===== src/rtl/stream_mux_arb_if.sv =====
// Stream bundle for stream_mux_arb: N packed input channels merged onto one
// registered output port. 'slave' is the mux side, 'master' is the environment side.
interface stream_mux_arb_if #(
  parameter int SIZE     = 32,
  parameter int CHANNELS = 4
);
  localparam int SELW = (CHANNELS > 1) ? $clog2(CHANNELS) : 1;

  logic [CHANNELS*SIZE-1:0] in_data;
  logic [CHANNELS-1:0]      in_valid;
  logic [CHANNELS-1:0]      in_last;
  logic [CHANNELS-1:0]      in_ready;
  logic [SIZE-1:0]          out_data;
  logic                     out_last;
  logic [SELW-1:0]          out_sel;
  logic                     out_valid;
  logic                     out_ready;

  modport slave (
    input  in_data, in_valid, in_last, out_ready,
    output in_ready, out_data, out_last, out_sel, out_valid
  );

  modport master (
    output in_data, in_valid, in_last, out_ready,
    input  in_ready, out_data, out_last, out_sel, out_valid
  );
endinterface


===== src/rtl/stream_mux_arb.sv =====
// N-channel stream multiplexer with fixed-priority or round-robin arbitration,
// packet locking until a last beat, and one registered output stage.
module stream_mux_arb #(
  parameter int SIZE     = 32,
  parameter int CHANNELS = 4,
  parameter bit RR       = 1'b1
) (
  input logic              clk,
  input logic              rst,
  stream_mux_arb_if.slave  bus
);
  localparam int SELW = (CHANNELS > 1) ? $clog2(CHANNELS) : 1;
  localparam logic [SELW-1:0] LAST_CH = SELW'(CHANNELS - 1);

  typedef enum logic {IDLE, LOCKED} state_e;

  state_e          state_q, state_d;
  logic [SELW-1:0] lock_ch_q, lock_ch_d;
  logic [SELW-1:0] rr_ptr_q, rr_ptr_d;
  logic [SELW-1:0] out_sel_q, out_sel_d;
  logic [SIZE-1:0] out_data_q, out_data_d;
  logic            out_last_q, out_last_d;
  logic            out_valid_q, out_valid_d;

  logic                load_en;
  logic                winner_valid;
  logic                xfer;
  logic [SELW-1:0]     winner;
  logic [CHANNELS-1:0] ready;

  // NOTE: every signal written in an always_comb gets a default first, so no latch is inferred.
  always_comb begin : arbitrate
    int              cand;
    logic [SELW-1:0] cand_sel;
    winner       = '0;
    winner_valid = 1'b0;
    cand         = 0;
    cand_sel     = '0;
    if (state_q == LOCKED) begin
      winner       = lock_ch_q;
      winner_valid = bus.in_valid[lock_ch_q];
    end else begin
      // Round-robin scans upward from rr_ptr with wrap; fixed priority scans from 0.
      for (int j = 0; j < CHANNELS; j++) begin
        cand = RR ? (int'(rr_ptr_q) + j) : j;
        if (cand >= CHANNELS) cand = cand - CHANNELS;
        cand_sel = SELW'(cand);
        if (!winner_valid && bus.in_valid[cand_sel]) begin
          winner_valid = 1'b1;
          winner       = cand_sel;
        end
      end
    end
  end

  // Grants are suppressed while rst is high so no upstream beat is consumed and lost.
  assign load_en = !out_valid_q || bus.out_ready;
  assign xfer    = load_en && winner_valid && !rst;

  always_comb begin : grant_vec
    ready = '0;
    for (int i = 0; i < CHANNELS; i++) begin
      ready[i] = xfer && (winner == SELW'(i));
    end
  end

  always_comb begin : next_state
    state_d     = state_q;
    lock_ch_d   = lock_ch_q;
    rr_ptr_d    = rr_ptr_q;
    out_valid_d = out_valid_q;
    out_data_d  = out_data_q;
    out_last_d  = out_last_q;
    out_sel_d   = out_sel_q;
    if (xfer) begin
      out_valid_d = 1'b1;
      out_sel_d   = winner;
      out_last_d  = bus.in_last[winner];
      for (int i = 0; i < CHANNELS; i++) begin
        if (winner == SELW'(i)) out_data_d = bus.in_data[i*SIZE +: SIZE];
      end
      if (bus.in_last[winner]) begin
        state_d = IDLE;
        if (RR) rr_ptr_d = (winner == LAST_CH) ? '0 : winner + 1'b1;
      end else begin
        state_d   = LOCKED;
        lock_ch_d = winner;
      end
    end else if (load_en) begin
      out_valid_d = 1'b0;
    end
  end

  // NOTE: sequential state is updated only with non-blocking assignments.
  always_ff @(posedge clk) begin
    if (rst) begin
      state_q     <= IDLE;
      lock_ch_q   <= '0;
      rr_ptr_q    <= '0;
      out_valid_q <= 1'b0;
      out_data_q  <= '0;
      out_last_q  <= 1'b0;
      out_sel_q   <= '0;
    end else begin
      state_q     <= state_d;
      lock_ch_q   <= lock_ch_d;
      rr_ptr_q    <= rr_ptr_d;
      out_valid_q <= out_valid_d;
      out_data_q  <= out_data_d;
      out_last_q  <= out_last_d;
      out_sel_q   <= out_sel_d;
    end
  end

  assign bus.in_ready  = ready;
  assign bus.out_valid = out_valid_q;
  assign bus.out_data  = out_data_q;
  assign bus.out_last  = out_last_q;
  assign bus.out_sel   = out_sel_q;
endmodule


===== src/flat_wrapper.sv =====
// flat-port wrapper written by rule: the top's interface ports become plain ports
module stream_mux_arb_flat 
#(
  parameter int SIZE     = 32,
  parameter int CHANNELS = 4,
  parameter bit RR       = 1'b1
)
  (clk, rst, bus_in_data, bus_in_valid, bus_in_last, bus_out_ready, bus_in_ready, bus_out_data, bus_out_last, bus_out_sel, bus_out_valid);
  stream_mux_arb_if #(.SIZE(SIZE), .CHANNELS(CHANNELS)) bus_i ();
  input logic clk;
  input logic rst;
  input wire logic [$bits(bus_i.in_data)-1:0] bus_in_data;
  input wire logic [$bits(bus_i.in_valid)-1:0] bus_in_valid;
  input wire logic [$bits(bus_i.in_last)-1:0] bus_in_last;
  input wire logic [$bits(bus_i.out_ready)-1:0] bus_out_ready;
  output wire logic [$bits(bus_i.in_ready)-1:0] bus_in_ready;
  output wire logic [$bits(bus_i.out_data)-1:0] bus_out_data;
  output wire logic [$bits(bus_i.out_last)-1:0] bus_out_last;
  output wire logic [$bits(bus_i.out_sel)-1:0] bus_out_sel;
  output wire logic [$bits(bus_i.out_valid)-1:0] bus_out_valid;
  assign bus_i.in_data = bus_in_data;
  assign bus_i.in_valid = bus_in_valid;
  assign bus_i.in_last = bus_in_last;
  assign bus_i.out_ready = bus_out_ready;
  assign bus_in_ready = bus_i.in_ready;
  assign bus_out_data = bus_i.out_data;
  assign bus_out_last = bus_i.out_last;
  assign bus_out_sel = bus_i.out_sel;
  assign bus_out_valid = bus_i.out_valid;
  stream_mux_arb #(.SIZE(SIZE), .CHANNELS(CHANNELS), .RR(RR)) u_core (.clk(clk), .rst(rst), .bus(bus_i));
endmodule

===== config.mk =====
export PLATFORM = sky130hd
export DESIGN_NAME = stream_mux_arb_flat
export DESIGN_NICKNAME = d
export VERILOG_FILES = /design/src/rtl/stream_mux_arb_if.sv /design/src/rtl/stream_mux_arb.sv /design/src/flat_wrapper.sv
export SDC_FILE = /design/constraint.sdc
export NUM_CORES = 1
export LEC_CHECK = 0
export ABC_CLOCK_PERIOD_IN_PS = 3400
export BUFFER_PORTS_ARGS = -buffer_cell sky130_fd_sc_hd__buf_4
export CORE_ASPECT_RATIO = 1.2
export CORE_MARGIN = 1
export CORE_UTILIZATION = 42
export DETAILED_ROUTE_END_ITERATION = 10
export HOLD_SLACK_MARGIN = 0.12
export PLACE_DENSITY = 0.78
export SLEW_MARGIN = 30
export SYNTH_ARGS = -nofsm -noshare
export SYNTH_HDL_FRONTEND = slang
export SYNTH_SLANG_ARGS = --single-unit
export TNS_END_PERCENT = 100

===== constraint.sdc =====
create_clock -name clk -period 3.4 [get_ports clk]
set_input_delay 0.51 -clock clk [delete_from_list [all_inputs] [get_ports clk]]
set_output_delay 0.51 -clock clk [all_outputs]
set_load 0.01 [all_outputs]

==> summary.md <==
| Metric | Value |
|---|---|
| Cell area after layout | `between 4000 and 5000 um^2` |
| Synth Register Bits | `between 40 and 50` |
| Clk slew on worst S/H paths | `0.07 ns` |
| Post-synthesis sequential area ratio | `0.308` |
| Max Slew Vio Count | `0` |
| Reported max-cap violation count | `0` |
| Status | `complete, no violations` |
| EDFF count, synth | `0` |
| Via count | `3,068` |
| Netlist cell types | `36` |
| Crit path kind | `flip-flop to primary output` |
| VDD IR max | `0.386 mV` |
| Pwr per Cell Area | `626 nW/um^2` |
| GRT Overall Usage | `0.238` |
| Placed inst area | `~4100 um^2` |
| DIE AREA | `6680 um^2` |
| Cells after Synth | `354` |
| Most area-hungry cell type in the Yosys netlist | `dfxtp_1` |
| Initial Utilization | `0.438` |
| Die W | `~75 um` |
| Slew @ Worst Pin | `a little over 0.5 ns` |
| Top-count cell post-synth | `nor2_1` |
| Post-synth net total | `497` |
| Relative slew slack | `0.661` |
| Netlist Area Pre-Place | `2670 um^2` |
| Maximum number of pins on one net before global-route repair | `39` |
| RSZ-0062 raised after global routing | `false` |
| Crit path time final | `2.95 ns` |
| Ant diodes | `0` |
| Tcrit/Tclk final | `0.867` |
| Synth Flop Type | `dfxtp_1` |
| Post-cts sizing count | `0` |
| Yosys warning count | `0` |
| Clock skew | `between 0.001 and 0.0015 ns` |
| CTS max path bufs | `2` |
| Share of cells above drive strength 1 | `0.408` |
| CTS buffer count | `5` |
| Setup crit end kind | `primary output` |
| Critical path launch point type | `flip-flop` |
| CTS root buf | `clkbuf_8` |
| Yosys top cell area share | `0.308` |
| Synth top area cells | `dfxtp_1 31%, nor2_1 15%, mux2i_1 13%` |
| CP Max Fanout | `21` |
| Chip Height | `slightly below 90 um` |
| CTS Hold Bufs | `0` |
| Vias in the first global route | `2,779` |
| Via density per instance | `approximately 5.1` |
| Ys async rst share | `0` |
| Leak pwr | `1.93 nW` |
| First-pass GRT wire length | `12,400 um` |
| R2R setup slack | `around 0.7 ns` |
| Core area | `6090 um^2` |
| Setup ws final | `0.453 ns` |
| Synth top cells by count | `104 x nor2_1, 66 x a21oi_1, 41 x dfxtp_1` |
| Post-place setup slack | `0.457 ns` |
| DRT antenna net count | `0` |
| Avg Cell Area, Syn | `7.54 um^2` |
| CTS Sinks | `41` |
| Critical Path RT | `just under 3 ns` |
| Achievable Freq | `~340 MHz` |
| # IOs | `179` |
| Total Nets Final | `661` |
| Setup TNS | `0 ns` |
| WL/cell | `about 13 um` |
| Worst-Skew Late Latency | `~0.29 ns` |
| GPL Wtd Cong | `0.779` |
| Synth-to-Final Area Change | `55.0%` |
| TritonCTS clock tree | `yes` |
| Worst Path Arrival | `2.44 ns` |
| H-tree depth | `2` |
| Rows | `31` |
| Final setup viols | `0` |
| Total gr overflow | `0` |
| Non-filler cells, final | `601` |
| Iter 0 DRT Violations | `between 90 and 100` |
| Final WL | `~8000 um` |
| Buffers on Ports | `roughly 180` |
| Hold Path Class | `flip-flop to flip-flop` |
| Placed instance count | `593` |
| FILL cells | `543` |
| Final Util | `0.679` |
| Initial antenna violation count | `0` |
| Setup Buffers After CTS | `0` |
| Final Hold Viols | `0` |
| 1st-pass router iterations | `4` |
| DRC violation count after routing | `0` |
| Final HPWL DP | `6220 um` |
-- per-stage QoR --
step	hold WS (ns)	power, W
floorplan	0.463	0.00175
global placement	0.469	0.00227
detailed placement	0.470	0.00230
CTS	0.497	0.00261
global route	0.516	0.00284
finish	0.493	0.00259
-- layout by cell type (no fill, tap or decap), drive strengths merged --
cell type / instances
mux2: 1
a22o: 1
a31o: 2
nand2: 3
mux2i: 35
or2: 1
dfxtp: 41
o21ai: 5
and2b: 1
a41o: 2
a21boi: 1
inv: 4
a211oi: 34
clkbuf: 8
nor2b: 1
mux4: 2
nor2: 104
nand2b: 2
and2: 5
nor4: 1
a21o: 2
and3: 1
o221ai: 1
nand3: 1
or4: 1
buf: 186
a32oi: 1
a221oi: 1
ha: 4
a21oi: 66
or2b: 1
-- state kept, by name, summed over array words and instances, names as in the netlist --
register / count
u_core.state_q: 1
u_core.bus.out_data: 32
u_core.bus.out_valid: 1
u_core.rr_ptr_q: 2
u_core.lock_ch_q: 2
u_core.bus.out_sel: 2
u_core.bus.out_last: 1
-- worst max-delay path, cell delays in order (launching register included) --
cell and delay, ns:
dfxtp_1 0.38, or2_0 0.29, o221ai_1 0.38, ha_2 0.58, buf_12 0.26, and2_1 0.14
buf_4 0.11
-- where the power goes --
group          total, W  switching, W  internal [W]  leakage [nW]
Sequential     0.000709     0.0000839      0.000625         0.338
Clock          0.000303      0.000158      0.000146        0.0395
Combinational   0.00158      0.000835      0.000743          1.55
-- cells by family (layout without fill, tap and decap cells) --
kind of cell / count (synthesis) / in the layout / share of synthesized area
DFF: 41 / 41 / 0.308
and+or+nand+nor: 122 / 122 / 0.192
adders and majority gates: 4 / 4 / 0.0188
buffers and inverters: 33 / 198 / 0.0582
AOI/OAI and AO/OA: 116 / 116 / 0.271
muxes: 38 / 38 / 0.152
-- path summary, 6_finish.rpt --
check	from	to	depth (start not counted)
setup / recovery	u_core.state_q$_SDFFE_PP0P_	bus_in_ready[1]	6
hold / removal	u_core.bus.out_last$_SDFFE_PP0P_	u_core.bus.out_last$_SDFFE_PP0P_	1
setup reg to reg	u_core.state_q$_SDFFE_PP0P_	u_core.bus.out_data[0]$_SDFFE_PP0P_	8
hold reg to reg	u_core.bus.out_last$_SDFFE_PP0P_	u_core.bus.out_last$_SDFFE_PP0P_	1
-- metal layers --
layer,global-route usage,wire length (um),vias up
li1,-,-,1590
met1,0.270,3150,1346
met2,0.425,4180,115
met3,0.0541,489,17
met4,0.0961,212,0
met5,0,0,-
-- area by class of cell --
class,count,area (um^2),area share
inverters,4,15.0,0.00363
clock buffers,8,80.1,0.0194
repair buffers,186,1410,0.341
multi-input cells,280,1710,0.413
well taps,82,103,0.0248
flip-flops and latches,41,821,0.199
Power figures use the tool's default switching activity.
